$ cat src/rtl/tdm_pkg.sv
`default_nettype none
// ============================================================================
// Package : tdm_pkg
// Purpose : Shared TDM definitions for the TDMO (transmit) and TDMI (receive)
//           blocks: channel geometry, Wishbone channel address decode and the
//           frame bit-pointer type with its advance rule.
// Rev     : 1.0  initial release
// ============================================================================
package tdm_pkg;

  localparam int NUM_CH     = 32;
  localparam int CH_W       = 8;
  localparam int CH_IDX_W   = $clog2(NUM_CH);
  localparam int BIT_IDX_W  = $clog2(CH_W);

  // Channel index lives in the word-address bits of the Wishbone address
  localparam int CH_ADR_LSB = 2;
  localparam int CH_ADR_MSB = CH_ADR_LSB + CH_IDX_W - 1;

  localparam logic WB_ERR_NONE = 1'b0;

  typedef logic [CH_IDX_W-1:0]  ch_idx_t;
  typedef logic [BIT_IDX_W-1:0] bit_idx_t;

  // Position inside a frame: channel, then bit within channel (MSB first)
  typedef struct packed {
    ch_idx_t  ch;
    bit_idx_t bitn;
  } tdm_ptr_t;

  localparam tdm_ptr_t PTR_START = '{ch: '0, bitn: bit_idx_t'(CH_W - 1)};

  // Next position after one bit period; the last bit of the last channel
  // wraps back to the start of the frame.
  function automatic tdm_ptr_t ptr_advance(input tdm_ptr_t p);
    tdm_ptr_t n;
    n = p;
    if (p.bitn == '0) begin
      n.bitn = bit_idx_t'(CH_W - 1);
      n.ch   = (p.ch == ch_idx_t'(NUM_CH - 1)) ? '0 : p.ch + 1'b1;
    end else begin
      n.bitn = p.bitn - 1'b1;
    end
    return n;
  endfunction

endpackage : tdm_pkg
`default_nettype wire

$ cat src/rtl/tdm_sync_edge.sv
`default_nettype none
// ============================================================================
// Module  : tdm_sync_edge
// Purpose : N-flop synchronizer for an asynchronous level, plus a history flop
//           that yields a single-clock rising-edge pulse.
// Ports   : clk_i   - sampling clock
//           rst_ni  - asynchronous active-low reset
//           d_i     - raw input level
//           rise_o  - one-clock pulse when the synchronized level goes 0->1
//           hist_o  - synchronized level delayed one more clock
// Rev     : 1.0  initial release
// ============================================================================
module tdm_sync_edge #(
  parameter int N = 2
) (
  input  logic clk_i,
  input  logic rst_ni,
  input  logic d_i,
  output logic rise_o,
  output logic hist_o
);

  logic [N-1:0] sync_q;
  logic         hist_q;

  always_ff @(posedge clk_i or negedge rst_ni) begin
    if (!rst_ni) begin
      sync_q <= '0;
      hist_q <= 1'b0;
    end else begin
      // Shift left; truncation drops the oldest stage and works for N == 1
      sync_q <= N'({sync_q, d_i});
      hist_q <= sync_q[N-1];
    end
  end

  assign rise_o = sync_q[N-1] & ~hist_q;
  assign hist_o = hist_q;

endmodule : tdm_sync_edge
`default_nettype wire

$ cat src/rtl/tdmo.sv
`default_nettype none
// ============================================================================
// Module  : tdmo
// Purpose : TDM serial output port. A Wishbone slave holds NUM_CH channel
//           bytes which are shifted out MSB first on data_out, channel 0
//           first, one bit per ser_clk period, aligned to frame_sync_in.
//           ser_clk and frame_sync_in are sampled as data in the clk domain.
// Ports   : clk, reset (async, active low)
//           ser_clk, frame_sync_in           - TDM bit clock / frame sync in
//           ser_clk_out, frame_sync_out      - copies aligned with data_out
//           data_out                         - serial TDM data
//           i_wb_* / o_wb_*                  - Wishbone slave, adr[6:2]=channel
//           scan_*, test_mode                - DFT hooks, no functional effect
// Rev     : 1.0  initial release
// ============================================================================
module tdmo
  import tdm_pkg::*;
#(
  parameter int SYNC_FF = 2
) (
  input  logic        clk,
  input  logic        reset,
  input  logic        ser_clk,
  input  logic        frame_sync_in,
  output logic        frame_sync_out,
  output logic        ser_clk_out,
  output logic        data_out,
  input  logic [31:0] i_wb_adr,
  input  logic [3:0]  i_wb_sel,
  input  logic        i_wb_we,
  input  logic [31:0] i_wb_dat,
  output logic [31:0] o_wb_dat,
  input  logic        i_wb_cyc,
  input  logic        i_wb_stb,
  output logic        o_wb_ack,
  output logic        o_wb_err,
  input  logic        scan_in0,
  input  logic        scan_in1,
  input  logic        scan_in2,
  input  logic        scan_in3,
  input  logic        scan_in4,
  input  logic        scan_enable,
  input  logic        test_mode,
  output logic        scan_out0,
  output logic        scan_out1,
  output logic        scan_out2,
  output logic        scan_out3,
  output logic        scan_out4
);

  logic [CH_W-1:0] chan_q [NUM_CH];
  logic            ack_q;
  logic [31:0]     rdat_q;
  tdm_ptr_t        ptr_q, ptr_d;
  logic            locked_q;
  logic            dout_q;
  logic            sclk_out_q;
  logic            fs_out_q;

  logic            ser_rise, ser_hist;
  logic            fs_rise, fs_hist;
  logic            wb_req;
  ch_idx_t         ch_sel;

  // --------------------------------------------------------------------------
  // Edge detection on the sampled TDM timing inputs
  // --------------------------------------------------------------------------
  tdm_sync_edge #(.N(SYNC_FF)) u_sync_ser (
    .clk_i  (clk),
    .rst_ni (reset),
    .d_i    (ser_clk),
    .rise_o (ser_rise),
    .hist_o (ser_hist)
  );

  tdm_sync_edge #(.N(SYNC_FF)) u_sync_fs (
    .clk_i  (clk),
    .rst_ni (reset),
    .d_i    (frame_sync_in),
    .rise_o (fs_rise),
    .hist_o (fs_hist)
  );

  // --------------------------------------------------------------------------
  // Wishbone slave and channel register file
  // --------------------------------------------------------------------------
  // Gating with !ack forces ack low between back-to-back strobes
  assign wb_req = i_wb_cyc & i_wb_stb & ~ack_q;
  assign ch_sel = i_wb_adr[CH_ADR_MSB:CH_ADR_LSB];

  always_ff @(posedge clk or negedge reset) begin
    if (!reset) begin
      ack_q  <= 1'b0;
      rdat_q <= '0;
      for (int i = 0; i < NUM_CH; i++) begin
        chan_q[i] <= '0;
      end
    end else begin
      ack_q <= wb_req;
      if (wb_req && i_wb_we) begin
        chan_q[ch_sel] <= i_wb_dat[CH_W-1:0];
      end
      if (wb_req && !i_wb_we) begin
        rdat_q <= {{(32 - CH_W){1'b0}}, chan_q[ch_sel]};
      end
    end
  end

  // --------------------------------------------------------------------------
  // Frame bit pointer. Frame sync always wins and restarts the frame; bit
  // clock edges only advance once a frame sync has been seen after reset.
  // --------------------------------------------------------------------------
  always_comb begin
    ptr_d = ptr_q;
    if (fs_rise) begin
      ptr_d = PTR_START;
    end else if (ser_rise && locked_q) begin
      ptr_d = ptr_advance(ptr_q);
    end
  end

  // The output bit is taken live from the register file every clock, so a
  // write landing before a bit is driven shows up on that bit. The timing
  // outputs take one extra flop past the history stage to line up with it.
  always_ff @(posedge clk or negedge reset) begin
    if (!reset) begin
      ptr_q      <= PTR_START;
      locked_q   <= 1'b0;
      dout_q     <= 1'b0;
      sclk_out_q <= 1'b0;
      fs_out_q   <= 1'b0;
    end else begin
      ptr_q      <= ptr_d;
      locked_q   <= locked_q | fs_rise;
      dout_q     <= chan_q[ptr_q.ch][ptr_q.bitn];
      sclk_out_q <= ser_hist;
      fs_out_q   <= fs_hist;
    end
  end

  assign data_out       = dout_q;
  assign ser_clk_out    = sclk_out_q;
  assign frame_sync_out = fs_out_q;
  assign o_wb_ack       = ack_q;
  assign o_wb_dat       = rdat_q;
  assign o_wb_err       = WB_ERR_NONE;

  assign scan_out0 = 1'b0;
  assign scan_out1 = 1'b0;
  assign scan_out2 = 1'b0;
  assign scan_out3 = 1'b0;
  assign scan_out4 = 1'b0;

  // Inputs that are deliberately ignored in the functional build
  logic unused_inputs;
  assign unused_inputs = ^{i_wb_adr[31:CH_ADR_MSB+1], i_wb_adr[CH_ADR_LSB-1:0],
                           i_wb_sel, i_wb_dat[31:CH_W], scan_in0, scan_in1,
                           scan_in2, scan_in3, scan_in4, scan_enable, test_mode};

endmodule : tdmo
`default_nettype wire

$ cat config.mk
export PLATFORM = sky130hd
export DESIGN_NAME = tdmo
export DESIGN_NICKNAME = d
export VERILOG_FILES = /design/src/rtl/tdm_pkg.sv /design/src/rtl/tdm_sync_edge.sv /design/src/rtl/tdmo.sv
export SDC_FILE = /design/constraint.sdc
export NUM_CORES = 1
export LEC_CHECK = 0
export CORE_MARGIN = 4
export CORE_UTILIZATION = 53
export CTS_BUF_LIST = sky130_fd_sc_hd__clkbuf_8 sky130_fd_sc_hd__clkbuf_16
export DETAILED_ROUTE_END_ITERATION = 8
export HOLD_SLACK_MARGIN = 0.05
export PLACE_DENSITY_LB_ADDON = 0.1
export SETUP_SLACK_MARGIN = 0.4
export SLEW_MARGIN = 5
export SYNTH_ARGS = -nofsm -noshare
export SYNTH_HDL_FRONTEND = slang
export SYNTH_SLANG_ARGS = --single-unit
$ cat constraint.sdc
create_clock -name clk -period 2.3 [get_ports clk]
set_clock_uncertainty 0.1 [all_clocks]
set_input_delay 0.46 -clock clk [delete_from_list [all_inputs] [get_ports clk]]
set_output_delay 0.46 -clock clk [all_outputs]
set_load 0.05 [all_outputs]
==> results.toml, run 1 <==
[sta]
finalCritPeriodShare = 1.10
fin_ws_ns = -0.230
slew_viol_final = 0
max_freq_ghz = 0.395
rsz0062_at_grt = "true"
setup_viol = 1
min_period_ns = 2.53
finalHoldViolations = 0

[power]
finalPower_mw = 15.0
p_sw_frac = 0.282
powerDensity_nw_per_um2 = 750
internal_power_mw = 10.8
pwr-share-seq = 0.381
power.switching_mw = 4.24
p_clk_frac = 0.390
peakVddDrop_mv = 0.719
p_leak_nw = 8.89
pwr-share-comb = 0.229

[global_route]
grt_max_degree = 74
grt-ovfl-total = 0
grt_pass1_vias = 11000
antenna_found_initial = 0
grt_pass1_wl_mm = 70.2
grt.total_usage = 0.296

[placed_design]
place_area_um2 = 17500
port_buffers = 31
place_congestion = 0.902
dp_hpwl_mm = 30.5
dp_slack_ns = -0.453

[cells_and_area]
final_area_um2 = 20000
seqCellArea_um2 = 7090
fin_util = 0.714
multi_input_area_um2 = 8790
diodes = 0
drive_above_1_share = 0.558
fillers = 1839
synthToLayoutAreaGrowth_pct = 31.9
layout.nets = 1348

[worst_setup_path]
path_class = "reg2reg"
worstPathRequired_ns = 2.57
critPathArrivalTime_ns = 2.80
r2r_setup_slack_ns = -0.23
worstReg2RegStart = "ptr_q[3]"
regToRegEndpoint = "data_out"
crit_fanout = 14
setup.worst_path.start_class = "register"
cp-end-kind = "register"
ff2ff_path_depth = 9

[die]
die_y_um = 177
num_io_pins = 124
rows = 61
start_util = 0.541
die-width_um = 177
die-area_um2 = 31400
core_area_um2 = 28000

[synth]
syn_inst = 1081
synth.distinct_cells = 55
yosys.area.top_type = "dfrtp_1"
syn_avg_cell_area_um2 = 14.0
synth_seq_cells = 283
synth_top_area_share = 0.462
synth-seq-area-share = 0.467
ys_async_sr_fraction = 1.00
yosys-top-cells-area = "dfrtp_1, mux2_2, mux4_2"
ys.warnings.count = 0
synth-main-ff-cell = "dfrtp_1"
synth_edf_count = 0
syn_area_um2 = 15200

[min_path]
min_path_type = "reg2reg"
min_path_cells = 0
min_to = "u_sync_fs.sync_q[1]"
min_from = "u_sync_fs.sync_q[0]"

[outcome]
violations = "setup timing"
status = "finished with violations"

[cts]
clock_latency_ns = 0.51
h-tree-depth = 2
cts.sinks = 283
path_clk_slew_ns = 0.06
cts_tree = "built"
cts-buffers-inserted = 34
clockBufferDepth = 3
cts_root_buf = "clkbuf_16"

[route]
wl_per_cell_um = 27.1
final_antenna_net_count = 0
vias = 10400
viasPerCell = 6.25
drt-total-wl_mm = 45.2
drc_errors = 0
drt_pre_antenna_iters = 5
drt_iter0_markers = 943

[job]
cap_violations = 0
[critical path: stages (launching register included)]
cell and delay (ns):
dfrtp_4 0.43, buf_4 0.23, buf_6 0.25, mux2i_1 0.27
o22ai_1 0.10, nor3_1 0.35, o21ai_1 0.21, a32oi_1 0.23
buf_4 0.14, a221oi_1 0.06
[kinds of logic after synthesis]
group	synth area share
muxes	0.396
DFF	0.467
and+or+nand+nor	0.0513
buffers and inverters	0.0423
AOI/OAI and AO/OA	0.0399
adders and majority gates	0.00330
other	0.000247
[flip-flops by register name, summed over array words and instances, names as in the netlist, 2 cells and up]
name,cells
u_sync_ser.sync_q,2
chan_q,256
o_wb_dat,8
ptr_q,8
u_sync_fs.sync_q,2
[cells in the final DEF, fill, tap and decap left out, types with 11 or more instances in the layout]
master and instances:
nand2_1 23, buf_12 38, buf_4 128, clkbuf_16 35
o21ai_1 11, mux2i_1 48, mux2_4 198, mux4_2 104
nor2_4 26, clkdlybuf4s50_1 14, conb_1 30, mux2_2 68
dfrtp_1 277, o22ai_1 13, nor2_1 28, buf_6 30
o21ai_0 11, nand3_1 13
[per-stage QoR]
stage	setup TNS (ns)	hold WS (ns)	std cells
after floorplan	0	0.0644	1110
after global placement	-64.19	0.237	1573
after detailed placement	-69.14	0.242	1573
after CTS	-0.169	0.268	1659
after global routing	-0.299	0.278	1664
final	-0.230	0.265	1664
[final cells by class]
class / instances / share of cell area
inverters: 4 / 0.000938
clock inverters: 20 / 0.0138
well taps: 378 / 0.0236
multi-input cells: 710 / 0.440
flip-flops and latches: 283 / 0.355
repair buffers: 229 / 0.120
clock buffers: 40 / 0.0472
[synthesized netlist by cell type (5+ instances only)]
cell	number
dfrtp_1	280
a31oi_1	7
or3_1	6
o22ai_1	13
nand3_1	18
nand2b_1	8
buf_2	14
nor3_1	9
mux4_1	6
a32oi_1	6
buf_4	39
nand2_1	34
buf_1	6
a21oi_1	11
mux4_2	104
nor2_1	48
nor2_2	8
o21ai_0	24
mux2i_1	50
a221oi_1	5
mux2_2	264
nor2b_1	5
clkbuf_1	50
nand3b_1	6
[timing repair]
action	CTS	global route
hold endpoints to repair	42	0
endpoints found under the setup margin	257	257
setup buffers	25	5
resized for setup	264	36
hold buffers	1	0
pin swaps	35	27
[per-layer routing]
layer,part of all wire,global-route usage
met4,0.026,0.0703
met3,0.054,0.0451
met2,0.48,0.470
met1,0.44,0.436
met5,0,0
[power by group through the flow]
stage	Combinational, mW	Clock (mW)	Sequential, mW
after global routing	3.60	6.15	5.76
after CTS	3.34	5.93	5.70
final	3.43	5.86	5.71
after floorplan	1.92	0	5.78
after global placement	2.97	0	5.78
after detailed placement	3.01	0	5.80
[worst max path at each step]
| stage | start | to | slack [ns] | cells past startpoint |
|---|---|---|---|---|
| after floorplan | ptr_q[3] | data_out | 0.16 | 8 |
| after global placement | i_wb_stb | chan_q[185] | -0.41 | 7 |
| after detailed placement | i_wb_stb | chan_q[185] | -0.45 | 7 |
| after CTS | ptr_q[3] | data_out | -0.17 | 8 |
| after global routing | ptr_q[3] | data_out | -0.29 | 7 |
| final | ptr_q[3] | data_out | -0.23 | 9 |
(Power assumes the default switching activity.)
==> run 2: changes to the inputs <==
--- a/config.mk
+++ b/config.mk
@@ -10,7 +10,7 @@
 export CTS_BUF_LIST = sky130_fd_sc_hd__clkbuf_8 sky130_fd_sc_hd__clkbuf_16
 export DETAILED_ROUTE_END_ITERATION = 8
 export HOLD_SLACK_MARGIN = 0.05
-export PLACE_DENSITY_LB_ADDON = 0.1
+export PLACE_DENSITY = 0.77
 export SETUP_SLACK_MARGIN = 0.4
 export SLEW_MARGIN = 5
 export SYNTH_ARGS = -nofsm -noshare
==> constraint.sdc (replaced) <==
create_clock -name clk -period 2.32 [get_ports clk]
set_clock_uncertainty 0.1 [all_clocks]
set_input_delay 0.464 -clock clk [delete_from_list [all_inputs] [get_ports clk]]
set_output_delay 0.464 -clock clk [all_outputs]
set_load 0.05 [all_outputs]
==> results.toml, run 2 (synthesis gave the netlist of run 1 again) <==
[outcome]
status = "finished with violations"
violations = "setup timing"

[placed_design]
dp_hpwl_mm = 29.2
dp_slack_ns = -0.343
place_area_um2 = 17500
dp.cells = 1575
port_buffers = 31
place_congestion = 0.906

[cells_and_area]
final_common_cell = "dfrtp_1"
diodes = 0
drive_above_1_share = 0.562
layout.nets = 1337
synthToLayoutAreaGrowth_pct = 33.3
fin_cells = 1652
final_cell_mix = "dfrtp_1, mux2_4, buf_4"
top_register = "chan_q"
fin_util = 0.721
final_area_um2 = 20200
largest_register_ffs = 256

[worst_setup_path]
setup.worst_path.start_class = "register"
crit_fanout = 14
ff2ff_path_depth = 8
r2r_setup_slack_ns = -0.24
worstReg2RegStart = "ptr_q[3]"
cp-end-kind = "register"
worstPathRequired_ns = 2.64
path_class = "reg2reg"
critPathArrivalTime_ns = 2.88
regToRegEndpoint = "data_out"

[global_route]
grt_max_degree = 58
grt-ovfl-total = 0
grt_pass1_wl_mm = 67.5
antenna_found_initial = 0
grt.total_usage = 0.281
grt_pass1_vias = 11000

[sta]
max_freq_ghz = 0.390
rsz0062_at_grt = "true"
setup_viol = 1
finalHoldViolations = 0
fin_ws_ns = -0.241
min_period_ns = 2.56
slew_viol_final = 0
whs_ns = 0.244
relSlewSlack = 0.655
tns_ns = -0.241
finalCritPeriodShare = 1.10
tightest_slew_ns = 0.503

[die]
num_io_pins = 124
die_y_um = 177
start_util = 0.541
die-width_um = 177
core_area_um2 = 28000
rows = 61
die-area_um2 = 31400

[power]
internal_power_mw = 10.6
peakVddDrop_mv = 0.598
pwr-share-comb = 0.232
p_clk_frac = 0.383
p_leak_nw = 9.09
finalPower_mw = 14.8
p_sw_frac = 0.283
power.switching_mw = 4.19
pwr-share-seq = 0.385
powerDensity_nw_per_um2 = 734

[cts]
cts-buffers-inserted = 30
cts.sinks = 283
h-tree-depth = 1
path_clk_slew_ns = 0.06
clock_latency_ns = 0.57
cts_tree = "built"
clockBufferDepth = 3
cts_root_buf = "clkbuf_16"

[route]
drc_errors = 0
viasPerCell = 6.63
wl_per_cell_um = 28.3
drt-total-wl_mm = 46.8
drt_iter0_markers = 1128
vias = 11000
drt_pre_antenna_iters = 6
final_antenna_net_count = 0

[min_path]
min_to = "u_sync_ser.sync_q[0]"
min_path_type = "in2reg"
min_from = "ser_clk"
min_path_cells = 1

[job]
cap_violations = 0
[run 2: what timing repair did]
action	in CTS	in global routing
hold endpoints to repair	47	0
resized for setup	152	239
buffers inserted	7	14
endpoints found under the setup margin	276	268
hold buffers	1	0
pin swaps	21	41
[run 2: worst max-delay path by stage]
| stage | startpoint | end | cells past startpoint |
|---|---|---|---|
| final | ptr_q[3] | data_out | 8 |
| after global routing | ptr_q[3] | data_out | 8 |
| after CTS | ptr_q[3] | data_out | 8 |
| after detailed placement | ptr_q[3] | data_out | 7 |
| after global placement | ptr_q[3] | data_out | 7 |
| after floorplan | ptr_q[3] | data_out | 8 |
[run 2: worst max-delay path: stages, from the launching register on]
cell and delay [ns]:
dfrtp_4 0.55, buf_4 0.18, buf_12 0.17, mux4_2 0.51, mux2i_1 0.22, buf_4 0.17
o21ai_0 0.08, nor4_2 0.33, a221oi_2 0.09
[run 2: power by group through the flow]
stage,clock network (mW),logic [mW],registers (mW)
6_report,5.68,3.45,5.70
5_1_grt,5.91,3.60,5.74
4_1_cts,5.68,3.12,5.66
3_5_place_dp,0,2.93,5.75
3_3_place_gp,0,2.88,5.72
2_1_floorplan,0,1.89,5.73
[run 2: layout make-up]
| class | instances | area [um2] |
|---|---|---|
| Inverter | 4 | 17.5 |
| Sequential cell | 283 | 7090 |
| Timing Repair Buffer | 222 | 2390 |
| Clock inverter | 14 | 270 |
| Fill cell | 1640 | 7810 |
| Clock buffer | 41 | 913 |
| Tap cell | 378 | 473 |
| Multi-Input combinational cell | 710 | 9050 |
[run 2: metal layers]
layer | global-route usage | vias up | part of all wire
li1 | - | 4386 | -
met1 | 0.398 | 5763 | 0.40
met2 | 0.449 | 642 | 0.47
met3 | 0.0491 | 170 | 0.080
met4 | 0.0916 | 0 | 0.047
met5 | 0 | - | 0
